`config.mk`:
```
export PLATFORM = sky130hd
export DESIGN_NAME = load_store_unit
export DESIGN_NICKNAME = d
export VERILOG_FILES = /design/src/rtl/lsu_pkg.sv /design/src/rtl/lsu_format.sv /design/src/rtl/load_store_unit.sv
export SDC_FILE = /design/constraint.sdc
export NUM_CORES = 1
export LEC_CHECK = 0
export ABC_AREA = 1
export BUFFER_PORTS_ARGS = -buffer_cell sky130_fd_sc_hd__clkbuf_2
export CAP_MARGIN = 30
export CORE_ASPECT_RATIO = 0.75
export CORE_MARGIN = 2
export CORE_UTILIZATION = 50
export CTS_CLUSTER_DIAMETER = 100
export DETAILED_ROUTE_END_ITERATION = 10
export PLACE_DENSITY = 0.75
export SYNTH_ARGS = -nofsm -noshare
export SYNTH_HDL_FRONTEND = slang
export SYNTH_HIERARCHICAL = 1
export SYNTH_SLANG_ARGS = --single-unit
export TNS_END_PERCENT = 20
```
`constraint.sdc`:
```
create_clock -name clk -period 2.6 [get_ports clk]
set_clock_uncertainty 0.1 [all_clocks]
set_input_delay 0.52 -clock clk [delete_from_list [all_inputs] [get_ports clk]]
set_output_delay 0.52 -clock clk [all_outputs]
set_load 0.03 [all_outputs]
```
`src/rtl/lsu_pkg.sv`:
```
// Shared load/store definitions: FSM states, RV32I width codes
// and the access legality check also used by the core decoder.
package lsu_pkg;

  typedef enum logic [2:0] {
    S_IDLE,
    S_READ,
    S_CAPTURE,
    S_WRITE,
    S_RESP
  } lsu_state_e;

  localparam logic [2:0] F3_B  = 3'b000;
  localparam logic [2:0] F3_H  = 3'b001;
  localparam logic [2:0] F3_W  = 3'b010;
  localparam logic [2:0] F3_BU = 3'b100;
  localparam logic [2:0] F3_HU = 3'b101;

  // 1 when the access is illegal for its direction or misaligned.
  function automatic logic lsu_bad_access(
    input logic       we,
    input logic [2:0] f3,
    input logic [1:0] lo
  );
    logic bad;
    bad = 1'b0;
    case (f3)
      F3_B:    bad = 1'b0;
      F3_BU:   bad = we;
      F3_H:    bad = lo[0];
      F3_HU:   bad = we | lo[0];
      F3_W:    bad = |lo;
      default: bad = 1'b1;
    endcase
    return bad;
  endfunction

endpackage

```
`src/rtl/lsu_format.sv`:
```
// Lane select/extend for loads and lane merge for sub-word stores.
// Purely combinational.
module lsu_format
  import lsu_pkg::*;
(
  input  logic [31:0] rword_i,
  input  logic [31:0] wdata_i,
  input  logic [1:0]  lo_i,
  input  logic [2:0]  funct3_i,
  output logic [31:0] load_o,
  output logic [31:0] store_o
);

  logic [4:0]  lane;
  logic [31:0] shifted;
  logic [7:0]  b;
  logic [15:0] h;

  assign lane    = {lo_i, 3'b000};
  assign shifted = rword_i >> lane;
  assign b       = shifted[7:0];
  assign h       = lo_i[1] ? rword_i[31:16]
                           : rword_i[15:0];

  always_comb begin
    load_o = rword_i;
    case (funct3_i)
      F3_B:    load_o = {{24{b[7]}}, b};
      F3_BU:   load_o = {24'h0, b};
      F3_H:    load_o = {{16{h[15]}}, h};
      F3_HU:   load_o = {16'h0, h};
      default: load_o = rword_i;
    endcase
  end

  always_comb begin
    store_o = rword_i;
    case (funct3_i)
      F3_B: store_o[lane +: 8] = wdata_i[7:0];
      F3_H: begin
        if (lo_i[1]) store_o[31:16] = wdata_i[15:0];
        else         store_o[15:0]  = wdata_i[15:0];
      end
      default: store_o = wdata_i;
    endcase
  end

endmodule

```
`src/rtl/load_store_unit.sv`:
```
// Multicycle RV32I load/store unit for a word-wide RAM without
// byte enables; sub-word stores use read-modify-write.
module load_store_unit
  import lsu_pkg::*;
#(
  parameter int WORD_ADDR_W = 11
) (
  input  logic                   clk,
  input  logic                   reset,
  input  logic                   req_valid,
  output logic                   req_ready,
  input  logic                   req_we,
  input  logic [2:0]             req_funct3,
  input  logic [31:0]            req_addr,
  input  logic [31:0]            req_wdata,
  output logic                   resp_valid,
  output logic [31:0]            resp_rdata,
  output logic                   resp_err,
  output logic [WORD_ADDR_W-1:0] mem_addr,
  output logic                   mem_we,
  output logic [31:0]            mem_wdata,
  input  logic [31:0]            mem_rdata
);

  lsu_state_e state_q, state_d;

  logic                   we_q, we_d;
  logic [2:0]             f3_q, f3_d;
  logic [1:0]             lo_q, lo_d;
  logic [31:0]            wdata_q, wdata_d;
  logic [WORD_ADDR_W-1:0] maddr_q, maddr_d;
  logic [31:0]            mwdata_q, mwdata_d;
  logic [31:0]            rdata_q, rdata_d;
  logic                   err_q, err_d;

  logic [31:0] fmt_load;
  logic [31:0] fmt_store;

  // High address bits wrap the access modulo RAM size.
  logic unused_addr_hi;
  assign unused_addr_hi = ^req_addr[31:WORD_ADDR_W+2];

  lsu_format u_format (
    .rword_i  (mem_rdata),
    .wdata_i  (wdata_q),
    .lo_i     (lo_q),
    .funct3_i (f3_q),
    .load_o   (fmt_load),
    .store_o  (fmt_store)
  );

  always_comb begin
    state_d  = state_q;
    we_d     = we_q;
    f3_d     = f3_q;
    lo_d     = lo_q;
    wdata_d  = wdata_q;
    maddr_d  = maddr_q;
    mwdata_d = mwdata_q;
    rdata_d  = rdata_q;
    err_d    = err_q;
    unique case (state_q)
      S_IDLE: begin
        if (req_valid) begin
          we_d    = req_we;
          f3_d    = req_funct3;
          lo_d    = req_addr[1:0];
          wdata_d = req_wdata;
          maddr_d = req_addr[WORD_ADDR_W+1:2];
          if (lsu_bad_access(req_we, req_funct3,
                             req_addr[1:0])) begin
            state_d = S_RESP;
            rdata_d = 32'h0;
            err_d   = 1'b1;
          end else if (req_we && req_funct3 == F3_W) begin
            state_d  = S_WRITE;
            mwdata_d = req_wdata;
          end else begin
            state_d = S_READ;
          end
        end
      end
      S_READ: state_d = S_CAPTURE;
      S_CAPTURE: begin
        if (we_q) begin
          mwdata_d = fmt_store;
          state_d  = S_WRITE;
        end else begin
          rdata_d = fmt_load;
          err_d   = 1'b0;
          state_d = S_RESP;
        end
      end
      S_WRITE: begin
        rdata_d = 32'h0;
        err_d   = 1'b0;
        state_d = S_RESP;
      end
      S_RESP:  state_d = S_IDLE;
      default: state_d = S_IDLE;
    endcase
  end

  always_ff @(posedge clk) begin
    if (reset) begin
      state_q  <= S_IDLE;
      we_q     <= 1'b0;
      f3_q     <= 3'b000;
      lo_q     <= 2'b00;
      wdata_q  <= 32'h0;
      maddr_q  <= '0;
      mwdata_q <= 32'h0;
      rdata_q  <= 32'h0;
      err_q    <= 1'b0;
    end else begin
      state_q  <= state_d;
      we_q     <= we_d;
      f3_q     <= f3_d;
      lo_q     <= lo_d;
      wdata_q  <= wdata_d;
      maddr_q  <= maddr_d;
      mwdata_q <= mwdata_d;
      rdata_q  <= rdata_d;
      err_q    <= err_d;
    end
  end

  assign req_ready  = (state_q == S_IDLE);
  assign resp_valid = (state_q == S_RESP);
  assign mem_we     = (state_q == S_WRITE);
  assign mem_addr   = maddr_q;
  assign mem_wdata  = mwdata_q;
  assign resp_rdata = rdata_q;
  assign resp_err   = err_q;

endmodule

```
==> impl_metrics.tcl <==
set metrics [dict create \
    maxCapViolations 0 \
    cp.arrival_ns 2.63 \
    p_comb_share_pct 29.1 \
    placedCellCount 1653 \
    setup.worst_path.end "mem_wdata[3]$_SDFFE_PP0P_" \
    wirelength_mm 26.2 \
    synth_area_mm2 0.00764 \
    cts_resized 0 \
    maximum_number_of_pins_on_one_net_before_global_route_repair 52 \
    grt.met1_usage_pct 47.2 \
    finalHoldWorstSlack_ns 0.244 \
    tritoncts "done" \
    vias 9070 \
    antenna_found_initial 0 \
    gr-usage-met2_pct 45.9 \
    cts.clk_slew.worst_paths_ns 0.06 \
    crit_path_start_kind "flip-flop" \
    synth-warning-count 6 \
    number_of_vias_per_cell_after_detailed_routing 5.38 \
    synth_seq_cells 117 \
    layout.filler_cells 1514 \
    r2r_start "f3_q[0]$_SDFFE_PP0P_" \
    netlist.top_cell.by_area "dfxtp_1" \
    wire_length_of_the_first_global_routing_pass_mm 41.4 \
    dieHeight_um 111 \
    synth_area_per_cell_um2 5.65 \
    post_drt_wl_per_cell_um 15.6 \
    design.core.area_mm2 0.0151 \
    drt-initial-drc-count 996 \
    rsz0062_at_grt "false" \
    report.final.hold_viol_count 0 \
    synth.cells.most_frequent "nand2_1 (403), nand3_1 (251), nor2_1 (242)" \
    global_route.usage.met3_pct 8.23 \
    synth_area_leaders "dfxtp_1 (31%), nand2_1 (20%), nand3_1 (16%), nor2_1 (12%), a21oi_1 (6.3%)" \
    start_util_pct 50.7 \
    timing_worst_slew_pin_value_ns 0.715 \
    post_synthesis_cell_type_count 24 \
    leakage_nw 4.66 \
    synth_seq_area_share_pct 30.7 \
    setup_violations 0 \
    fp-row-count 39 \
    asyncSetResetFlopFracSynth_pct 0 \
    post_route_cells_drive_above_1_share_pct 16.2 \
    synth_enable_flop_cells 0 \
    timing.max_slew.rel_slack_pct 52.0 \
    die_area_mm2 0.0163 \
    top_level_ports 182 \
    firstDrtPassIters 5 \
    synth_most_common_cell "nand2_1" \
    slew_violations 0 \
    min_path_type "primary input to flip-flop" \
    critical_path.startpoint "f3_q[0]$_SDFFE_PP0P_" \
    period_needed_ns 2.41 \
    synth_top_flop_cell "dfxtp_1" \
    cp_max_fo 25 \
    ff2ff_path_depth 11 \
    flow.area_growth_from_synthesis_pct 19.7 \
    gp_congestion 0.954 \
    seq_power_share_pct 31.9 \
    post-route-drc-count 0 \
    layout.nets 1575 \
    outcome "finished, final reports clean" \
    ant_nets 0 \
    power.net_switching_w 0.00247 \
    cp.required_ns 2.82 \
    via_count_of_the_first_global_routing_pass 7852 \
    final-instance-count-excl-fill 1685 \
    synth.net_count 1461 \
    clk_tree_root_cell "clkbuf_16" \
    grt_overflow_total 0 \
    port-buffer-count 162 \
    diodes 0 \
    netlist_instances 1353 \
    clock_sinks 117 \
    worstSetupEndpointType "flip-flop" \
    netSwitchingFraction_pct 37.6 \
    min_path_cells 3 \
    worst_skew_pair.late_latency_ns 0.42 \
    grt_use_total_pct 32.0 \
    vdd_drop_max_v 0.000443 \
    die_w_um 147 \
    setup_tns_ns 0 \
    clock_tree.buffer_depth 2 \
    post_cts_buffers 0 \
    regToRegSetupSlack_ns 0.19 \
    grt-busiest-layer "met1" \
    rr_endpoint "mem_wdata[3]$_SDFFE_PP0P_" \
    power_per_standard_cell_area_mw_per_mm2 718 \
    timing_worst_setup_path_type "flip-flop to flip-flop" \
    fmaxAchievable_ghz 0.414 \
    cts.htree.levels 4 \
    dpl.hpwl_mm 18.8 \
    min_period_over_period_pct 92.8 \
    yosys.area.top_type_share_pct 30.7 \
    postCtsHoldBufs 0 \
    cts_buffers 17 \
    internal_power_w 0.00410 \
    clkPwrFrac_pct 39.0 \
]
[cell families after synthesis]
family | after synthesis | share of synthesized area [%]
and+or+nand+nor | 909 | 49.7
DFF | 117 | 30.7
AOI/OAI and AO/OA | 123 | 8.12
adders and majority gates | 5 | 0.819
buffers and inverters | 199 | 10.7
[placed cells by master, fill, tap and decap left out, types with 2 or more instances in the layout]
cell type | netlist | routed
bufinv_16 | 0 | 3
nand3b_1 | 2 | 2
nor2_4 | 3 | 3
clkbuf_16 | 0 | 17
inv_2 | 4 | 4
buf_4 | 4 | 30
nand2_1 | 403 | 402
ha_1 | 5 | 5
nand3_1 | 251 | 251
inv_1 | 96 | 95
inv_6 | 0 | 7
dfxtp_1 | 117 | 117
nand2_2 | 2 | 3
a21oi_1 | 96 | 96
clkbuf_2 | 0 | 162
o21ai_0 | 25 | 25
inv_8 | 0 | 4
clkinv_1 | 1 | 2
nor2_1 | 242 | 242
nand3_2 | 2 | 2
[registers in the layout (all words and copies together), names as in the netlist, 2 cells and up]
signal	cells
mem_addr	11
state_q	3
wdata_q	32
mem_wdata	32
resp_rdata	32
lo_q	2
f3_q	3
[worst max-delay path, cell delays in order (launching register included)]
cell and delay, ns:
dfxtp_1 0.37, nor2_1 0.32, nand2_2 0.40, buf_4 0.33
nand3_1 0.09, nand3_1 0.18, nand3_1 0.15, nand2_1 0.09
inv_1 0.06, nand3_1 0.07, nand2_1 0.09, nor2_1 0.06
[power groups by stage]
stage / clock network (W) / logic [W] / registers (W)
5_1_grt: 0.00268 / 0.00211 / 0.00212
6_report: 0.00256 / 0.00191 / 0.00210
3_3_place_gp: 0 / 0.00186 / 0.00213
4_1_cts: 0.00258 / 0.00189 / 0.00209
2_1_floorplan: 0 / 0.00113 / 0.00234
3_5_place_dp: 0 / 0.00187 / 0.00213
[cell type report]
class	count	area, um2	share of cell area, %
multi-input cells	1037	4480	49.0
flip-flops and latches	117	2340	25.6
repair buffers	193	1060	11.5
clock buffers	17	425	4.65
inverters	101	379	4.15
well taps	205	256	2.80
clock inverters	15	205	2.24
[worst min-delay path by stage]
| stage | slack (ns) | endpoint | start |
|---|---|---|---|
| floorplan | 0.34 | we_q$_SDFFE_PP0P_ | we_q$_SDFFE_PP0P_ |
| global placement | 0.34 | resp_err$_SDFFE_PP0P_ | resp_err$_SDFFE_PP0P_ |
| detailed placement | 0.36 | wdata_q[28]$_SDFFE_PP0P_ | wdata_q[28]$_SDFFE_PP0P_ |
| CTS | 0.24 | mem_addr[5]$_SDFFE_PP0P_ | req_addr[7] |
| global route | 0.25 | mem_addr[10]$_SDFFE_PP0P_ | req_addr[12] |
| finish | 0.24 | mem_addr[5]$_SDFFE_PP0P_ | req_addr[7] |
[stage by stage]
step | setup WS (ns) | utilization [%] | power [W] | area, um2
after floorplan | 0.317 | - | 0.00347 | 7640
after global routing | 0.00230 | 60.7 | 0.00691 | 9150
after detailed placement | 0.313 | 56.5 | 0.00401 | 8520
after global placement | 0.328 | 56.5 | 0.00399 | 8520
after CTS | 0.292 | 60.7 | 0.00656 | 9150
final | 0.187 | 60.7 | 0.00657 | 9150
[per-layer routing]
metal,vias to the layer above,wire [um]
met2,419,11000
li1,4514,-
met5,-,0
met1,4089,11900
met4,0,609
met3,48,2710
Note: power is estimated with default switching activity, not from simulation.
